### src/rtl/fetch_prefetch_buffer.sv
// fetch_prefetch_buffer
// Owns the fetch PC, keeps up to DEPTH in-order imem requests in flight and
// buffers returned words in a DEPTH-entry FIFO that feeds decode through a
// valid/ready handshake. A redirect flushes the FIFO, marks every request
// still in flight as stale (to be discarded on return) and restarts fetch.
module fetch_prefetch_buffer #(
  parameter int unsigned     XLEN     = 32,
  parameter int unsigned     DEPTH    = 4,
  parameter logic [XLEN-1:0] RESET_PC = '0
) (
  input  logic            clk,
  input  logic            reset,
  output logic            imem_req_o,
  output logic [XLEN-1:0] imem_addr_o,
  input  logic            imem_gnt_i,
  input  logic            imem_rvalid_i,
  input  logic [XLEN-1:0] imem_rdata_i,
  input  logic            redirect_i,
  input  logic [XLEN-1:0] redirect_pc_i,
  output logic            instr_valid_o,
  input  logic            instr_ready_i,
  output logic [XLEN-1:0] instr_o,
  output logic [XLEN-1:0] instr_pc_o
);

  localparam int unsigned PW = (DEPTH > 1) ? $clog2(DEPTH) : 1;
  localparam int unsigned CW = $clog2(DEPTH) + 1;
  localparam logic [CW:0] DEPTH_SUM = (CW + 1)'(DEPTH);
  localparam logic [XLEN-1:0] WORD_MASK = ~(XLEN'(3));
  localparam logic [XLEN-1:0] PC_STEP = XLEN'(4);

  // Architectural state
  logic [XLEN-1:0] fetch_pc_reg, fetch_pc_next;
  logic [XLEN-1:0] resp_pc_reg, resp_pc_next;
  logic [PW-1:0]   rd_ptr_reg, rd_ptr_next;
  logic [PW-1:0]   wr_ptr_reg, wr_ptr_next;
  logic [CW-1:0]   occ_reg, occ_next;
  logic [CW-1:0]   outst_reg, outst_next;
  logic [CW-1:0]   disc_reg, disc_next;

  // FIFO payload storage (no reset needed: outputs are masked by occupancy)
  logic [XLEN-1:0] fifo_pc_mem    [DEPTH];
  logic [XLEN-1:0] fifo_instr_mem [DEPTH];
  logic [DEPTH-1:0] entry_wr_en;

  // Handshake qualifiers
  logic [CW:0]     credit_sum;
  logic            grant;
  logic            resp_ok;
  logic            resp_drop;
  logic            push;
  logic            pop;
  logic [XLEN-1:0] redirect_target;

  // Issue credit, handshake decode and decode-side outputs
  always_comb begin
    credit_sum      = {1'b0, occ_reg} + {1'b0, outst_reg};
    imem_req_o      = !reset && !redirect_i && (credit_sum < DEPTH_SUM);
    imem_addr_o     = fetch_pc_reg & WORD_MASK;
    redirect_target = redirect_pc_i & WORD_MASK;
    grant           = imem_req_o && imem_gnt_i;
    // A response with nothing outstanding is illegal and simply ignored.
    resp_ok         = imem_rvalid_i && (outst_reg != '0);
    resp_drop       = resp_ok && (disc_reg != '0);
    push            = resp_ok && (disc_reg == '0) && !redirect_i;
    instr_valid_o   = (occ_reg != '0) && !redirect_i;
    pop             = instr_valid_o && instr_ready_i;
    instr_o         = instr_valid_o ? fifo_instr_mem[rd_ptr_reg] : '0;
    instr_pc_o      = instr_valid_o ? fifo_pc_mem[rd_ptr_reg] : '0;
  end

  // Next-state: redirect wins over everything else in the cycle
  always_comb begin
    fetch_pc_next = fetch_pc_reg;
    resp_pc_next  = resp_pc_reg;
    rd_ptr_next   = rd_ptr_reg;
    wr_ptr_next   = wr_ptr_reg;
    occ_next      = occ_reg;
    outst_next    = outst_reg;
    disc_next     = disc_reg;
    if (redirect_i) begin
      // Every request still in flight after this edge returns stale data.
      fetch_pc_next = redirect_target;
      resp_pc_next  = redirect_target;
      rd_ptr_next   = '0;
      wr_ptr_next   = '0;
      occ_next      = '0;
      outst_next    = outst_reg - CW'(resp_ok);
      disc_next     = outst_reg - CW'(resp_ok);
    end else begin
      if (grant) begin
        fetch_pc_next = fetch_pc_reg + PC_STEP;
      end
      if (push) begin
        resp_pc_next = resp_pc_reg + PC_STEP;
        wr_ptr_next  = wr_ptr_reg + PW'(1);
      end
      if (pop) begin
        rd_ptr_next = rd_ptr_reg + PW'(1);
      end
      if (resp_drop) begin
        disc_next = disc_reg - CW'(1);
      end
      outst_next = outst_reg + CW'(grant) - CW'(resp_ok);
      occ_next   = occ_reg + CW'(push) - CW'(pop);
    end
  end

  // State registers with synchronous reset
  always_ff @(posedge clk) begin
    if (reset) begin
      fetch_pc_reg <= RESET_PC;
      resp_pc_reg  <= RESET_PC;
      rd_ptr_reg   <= '0;
      wr_ptr_reg   <= '0;
      occ_reg      <= '0;
      outst_reg    <= '0;
      disc_reg     <= '0;
    end else begin
      fetch_pc_reg <= fetch_pc_next;
      resp_pc_reg  <= resp_pc_next;
      rd_ptr_reg   <= rd_ptr_next;
      wr_ptr_reg   <= wr_ptr_next;
      occ_reg      <= occ_next;
      outst_reg    <= outst_next;
      disc_reg     <= disc_next;
    end
  end

  // Per-entry write enables for the payload storage
  generate
    for (genvar gi = 0; gi < DEPTH; gi++) begin : g_entry_we
      assign entry_wr_en[gi] = push && (wr_ptr_reg == PW'(gi));
    end
  endgenerate

  // Payload write: the response word tagged with the PC it was fetched from
  always_ff @(posedge clk) begin
    for (int i = 0; i < DEPTH; i++) begin
      if (entry_wr_en[i]) begin
        fifo_pc_mem[i]    <= resp_pc_reg;
        fifo_instr_mem[i] <= imem_rdata_i;
      end
    end
  end

  // Memory must never return a word that was not requested
  rvalid_needs_outstanding: assert property (
    @(posedge clk) disable iff (reset) !(imem_rvalid_i && (outst_reg == '0))
  );

endmodule

### config.mk
export PLATFORM = sky130hd
export DESIGN_NAME = fetch_prefetch_buffer
export DESIGN_NICKNAME = d
export VERILOG_FILES = /design/src/rtl/fetch_prefetch_buffer.sv
export SDC_FILE = /design/constraint.sdc
export NUM_CORES = 1
export LEC_CHECK = 0
export CAP_MARGIN = 10
export CORE_AREA = 3 3 122 212
export DETAILED_ROUTE_END_ITERATION = 6
export DIE_AREA = 0 0 125 215
export PLACE_DENSITY = 0.77
export SKIP_LAST_GASP = 1
export SLEW_MARGIN = 20
export SYNTH_ARGS = -nofsm -noshare
export SYNTH_HDL_FRONTEND = slang
export SYNTH_SLANG_ARGS = --single-unit
### constraint.sdc
create_clock -name clk -period 3.8 [get_ports clk]
set_input_delay 0.38 -clock clk [delete_from_list [all_inputs] [get_ports clk]]
set_output_delay 0.38 -clock clk [all_outputs]
set_load 0.05 [all_outputs]
Word-level counts from Yosys, hierarchy flattened --
Memories as Yosys holds them, arrays and structs flattened. A register that Yosys moved wholly into a read port is not among the register bits. Index checks and enable logic that the tools add are counted.
Storage, ports and cells: register bits after elaboration 77, memory bits (writable) 256, input bits 70, output and inout bits 98, logic and storage cells 95, memories 2
Memory list:
- fifo_instr_mem | depth 4, bits a word 32, read ports 1, clocked after Yosys merged registers in 1, write ports 1, RTL line 43 | logic [XLEN-1:0] fifo_instr_mem [DEPTH];
- fifo_pc_mem | depth 4, bits a word 32, read ports 1, clocked after Yosys merged registers in 1, write ports 1, RTL line 42 | logic [XLEN-1:0] fifo_pc_mem [DEPTH];
Operators by class: add/sub/neg operators 11, order comparisons 1, equality and inequality tests 3, mux-type cells 39, reduce and logical (&&, ||, !) cells 30
Operators with widths (number):
- $mux W32 | 12
- $reduce_or A32 Y1 | 6
- $add A32 B3 Y32 const B | 2
- $mux W2 | 10
- $mux W1 | 14
- $logic_and A1 B1 Y1 | 13
- $mux W3 | 3
- $reduce_bool A3 Y1 | 3
- $sub A3 B1 Y3 | 3
- $add A3 B1 Y3 | 2
- $reduce_bool A2 Y1 | 3
- $add A2 B1 Y2 const B | 2
- $add A3 B3 Y4 | 1
- $eq A2 B2 Y1 const B | 2
- $lt A4 B3 Y1 const B | 1
- $logic_not A3 Y1 | 1
- $sub A3 B1 Y3 const B | 1
- $eq A2 B1 Y1 const B | 1
- $logic_not A1 Y1 | 2
- $logic_not A2 Y1 | 1
- $reduce_or A2 Y1 | 1

Depth between registers and ports, before layout --
word-level depth 11, gate-level depth with buffers 14

Worst setup path after synthesis --
Ideal clock, no wire load.
path kind register to register, from reg outst_reg[2], to reg outst_reg[2], arrival time 2999 ps, data required time 3672 ps, slack 673 ps, cell stages (with the launch flop) 15, cells stage by stage dfxtp_1 > ha_1 > nor4b_4 > nand2_1 > nor2_1 > inv_2 > buf_2 > ha_1 > inv_1 > ha_1 > fa_1 > xor2_1 > o21ai_0 > xnor2_1 > nor2_1
Between the ends: cells in the longest elaborated chain, start to end 7, elaborated cells on any way between the ends 10
RTL lines:
- from (decl) | RTL line 38 | logic [CW-1:0] outst_reg, outst_next;
- from (signal assigned) | RTL line 125 | outst_reg <= outst_next;
- $add A3 B3 Y4 | RTL line 57 | credit_sum = {1'b0, occ_reg} + {1'b0, outst_reg};
- $lt A4 B3 Y1 | RTL line 58 | imem_req_o = !reset && !redirect_i && (credit_sum < DEPTH_SUM);
- $logic_and A1 B1 Y1 | RTL line 58
- $logic_and A1 B1 Y1 | RTL line 61 | grant = imem_req_o && imem_gnt_i;
- $add A3 B1 Y3 | RTL line 104 | outst_next = outst_reg + CW'(grant) - CW'(resp_ok);
- $sub A3 B1 Y3 | RTL line 104
- $mux W3 (*) | RTL line 81 | if (redirect_i) begin
Mark *: on every way between the ends. The rest lies on a longest branch, timed or not. A chain may end at the register's enable or synchronous reset.

==> run_results.csv <==
group,metric,value,unit
outcome,run_status,"complete, no violations",
placed_design,gp_congestion,0.925,
worst_setup_path,required,3.42,ns
worst_setup_path,rrSetupSlack,0.76,ns
pwr,switching_share,0.237,
worst_setup_path,end_kind,"primary output",
detailed_routing,drc,0,
pwr,pwr-share-seq,0.531,
synth,synth_ff_type,"edfxtp_1",
final_layout,syn2layout_area_growth,21.9,%
worst_setup_path,path_max_fanout,27,
clocking,cts_max_level,1,
final_layout,final_core_util,0.682,
placed_design,place_hpwl,18500,um
timing,finalSetupViolCount,0,
detailed_routing,vias,7964,
die,die_area,0.0269,sq mm
final_layout,regMostFlops,"fifo_instr_mem",
synth,async_flop_share,0,
detailed_routing,drt_first_iter_violations,484,
clocking,postCtsSetupBuffers,0,
die,core_area,0.0242,sq mm
timing,tns,0,ns
clocking,cts_hold_buf,0,
detailed_routing,first_pass_iters,4,
detailed_routing,vias_per_cell,5.74,
final_layout,mostFrequentLayoutCells,"edfxtp_1, clkdlybuf4s50_1, dfxtp_1, and2_1, mux4_2",
detailed_routing,antenna_left,0,
synth,synth_area,0.0135,sq mm
pwr,combPwrFrac,0.112,
final_layout,final_common_cell,"edfxtp_1",
die,fp.dieW,125,um
timing,worst_pin_slew,0.799,ns
die,rows,75,
timing,finalHoldViolations,0,
pwr,p_leak,5.28,nW
clocking,cts_root_buffer,"clkbuf_16",
die,initial_utilization,0.559,
grt,antenna_found_initial,0,
hold_path,hold_class,"in2reg",
grt,first_global_vias,8417,
clocking,cts_tree,"done",
timing,rsz0062_at_grt,"no",
final_layout,n_antenna_cell,0,
timing,fmax,299,MHz
final_layout,final_layout_size_suffix_gt1_frac,0.138,
die,ios,168,
final_layout,largest_register_ffs,128,
synth,synth_area_per_cell,15.3,sq um
clocking,clock_path_buffers,3,
grt,grt-ovfl-total,0,
synth,yosysUniqueCellTypes,48,
pwr,pwr_density_cell,465,mW/mm^2
clocking,clkLatencyLatePin,0.53,ns
final_layout,top_regs,"fifo_instr_mem (128), fifo_pc_mem (120)",
timing,finalClockSkew,0.0103,ns
worst_setup_path,path_class,"reg2out",
synth,ys_warn_count,0,
synth,synth-seq-area-share,0.661,
timing,finalCritPeriodShare,0.881,
worst_setup_path,start_kind,"flop",
detailed_routing,wl_per_cell,20.1,um
grt,grt.total_usage,0.211,
timing,fin_crit,3.35,ns
final_layout,nNetsFinal,1147,
grt,grt_pass1_wl,45400,um
timing,maxSlewHeadroom,0.467,
detailed_routing,drt-total-wl,27900,um
synth,synth_edf_count,248,
pwr,power.clock.fraction,0.357,
pwr,power_switching,1.82,mW
clocking,clk_pin_slew,0.07,ns
timing,drv_slew,0,
clocking,cts.sinks,323,
synth,synth_cells,887,
synth,synth_seq_cells,323,
clocking,cts_made_buffers,27,
grt,grt_max_degree,84,
die,die_h,215,um
placed_design,port_buffers,161,
run,maxCapViolations,0,
clocking,cts_resized,0,
pwr,ir_drop,335,uV
worst_setup_path,critical_path_arrival,2.97,ns
pwr,p_int,5.86,mW
==> synth_stat cells, types with 2 or more instances <==
| cell | number | area (sq um) |
|---|---|---|
| buf_2 | 8 | 40.0 |
| o21ai_0 | 12 | 60.1 |
| fa_1 | 2 | 40.0 |
| edfxtp_1 | 248 | 7450 |
| inv_1 | 23 | 86.3 |
| o21a_1 | 17 | 128 |
| nand3_1 | 22 | 110 |
| xnor2_1 | 48 | 420 |
| a21boi_0 | 28 | 210 |
| or4_1 | 3 | 22.5 |
| a211oi_1 | 9 | 67.6 |
| nor3_1 | 23 | 115 |
| nand4_1 | 16 | 100 |
| buf_1 | 4 | 15.0 |
| nand2_1 | 30 | 113 |
| o311ai_0 | 4 | 35.0 |
| a21oi_1 | 18 | 90.1 |
| nor2_1 | 28 | 105 |
| and2_1 | 76 | 475 |
| a31oi_1 | 6 | 37.5 |
| dfxtp_1 | 75 | 1500 |
| and4_1 | 6 | 52.6 |
| nor4_1 | 20 | 125 |
| clkbuf_1 | 33 | 124 |
| mux2i_1 | 3 | 30.0 |
| mux4_2 | 62 | 1400 |
| ha_1 | 16 | 200 |
| and3_1 | 8 | 50.1 |
| or3_1 | 3 | 18.8 |
| xor2_1 | 11 | 96.3 |
| o22ai_1 | 4 | 25.0 |
| buf_4 | 5 | 37.5 |
==> per-stage QoR <==
stage / total power, mW / instance area (sq um) / cells / hold WS [ns] / worst slack (ns)
after floorplan: 4.68 / 13500 / 890 / 0.479 / 0.673
after global placement: 5.00 / 15600 / 1338 / 0.503 / 0.597
after detailed placement: 5.02 / 15600 / 1338 / 0.514 / 0.587
after CTS: 7.76 / 16500 / 1387 / 0.449 / 0.348
after global routing: 7.96 / 16500 / 1387 / 0.480 / 0.278
final: 7.68 / 16500 / 1387 / 0.473 / 0.453
==> worst max-delay path, stage by stage (launching register included) <==
cell and delay, ns:
dfxtp_4 0.71, buf_4 0.31, mux4_2 0.54, and2_1 0.17, clkdlybuf4s50_1 0.70
==> layout make-up <==
| cell class | count | area [sq um] |
|---|---|---|
| clock inverter | 17 | 176 |
| tap | 308 | 385 |
| clock buffer | 32 | 704 |
| fill | 1715 | 7700 |
| multi-input combinational | 493 | 4310 |
| timing repair buffer | 190 | 1890 |
| inverter | 24 | 90.1 |
| sequential | 323 | 8950 |
==> logic make-up after synthesis <==
logic type / after synthesis / synth area share
flops: 323 / 0.661
simple gates: 241 / 0.101
compound gates: 105 / 0.0529
buf+inv: 74 / 0.0226
mux: 66 / 0.106
xor+xnor: 59 / 0.0382
fa+ha+maj: 18 / 0.0177
other cells: 1 / 0.000277
==> routing by layer <==
metal	wire, um	up-vias	share of wire	track usage
met1	10700	3924	0.38	0.256
met2	14900	258	0.53	0.384
li1	-	3727	-	-
met5	0	-	0	0
met4	987	0	0.035	0.0821
met3	1360	55	0.049	0.0236
==> power by group through the flow <==
stage	registers, mW	clock network (mW)	logic [mW]
floorplan	4.20	0	0.486
global placement	4.14	0	0.858
detailed placement	4.15	0	0.869
CTS	4.08	2.81	0.874
global route	4.10	2.93	0.938
finish	4.08	2.74	0.864
==> final timing paths <==
path / cells after the start / from / endpoint
setup / recovery: 4 / flop / instr_pc_o[28]
hold / removal: 3 / redirect_pc_i[15] / resp_pc_reg[15]
hold reg to reg: 2 / disc_reg[1] / disc_reg[1]
setup reg to reg: 13 / outst_reg[2] / outst_reg[2]
Power figures use the tool's default switching activity.
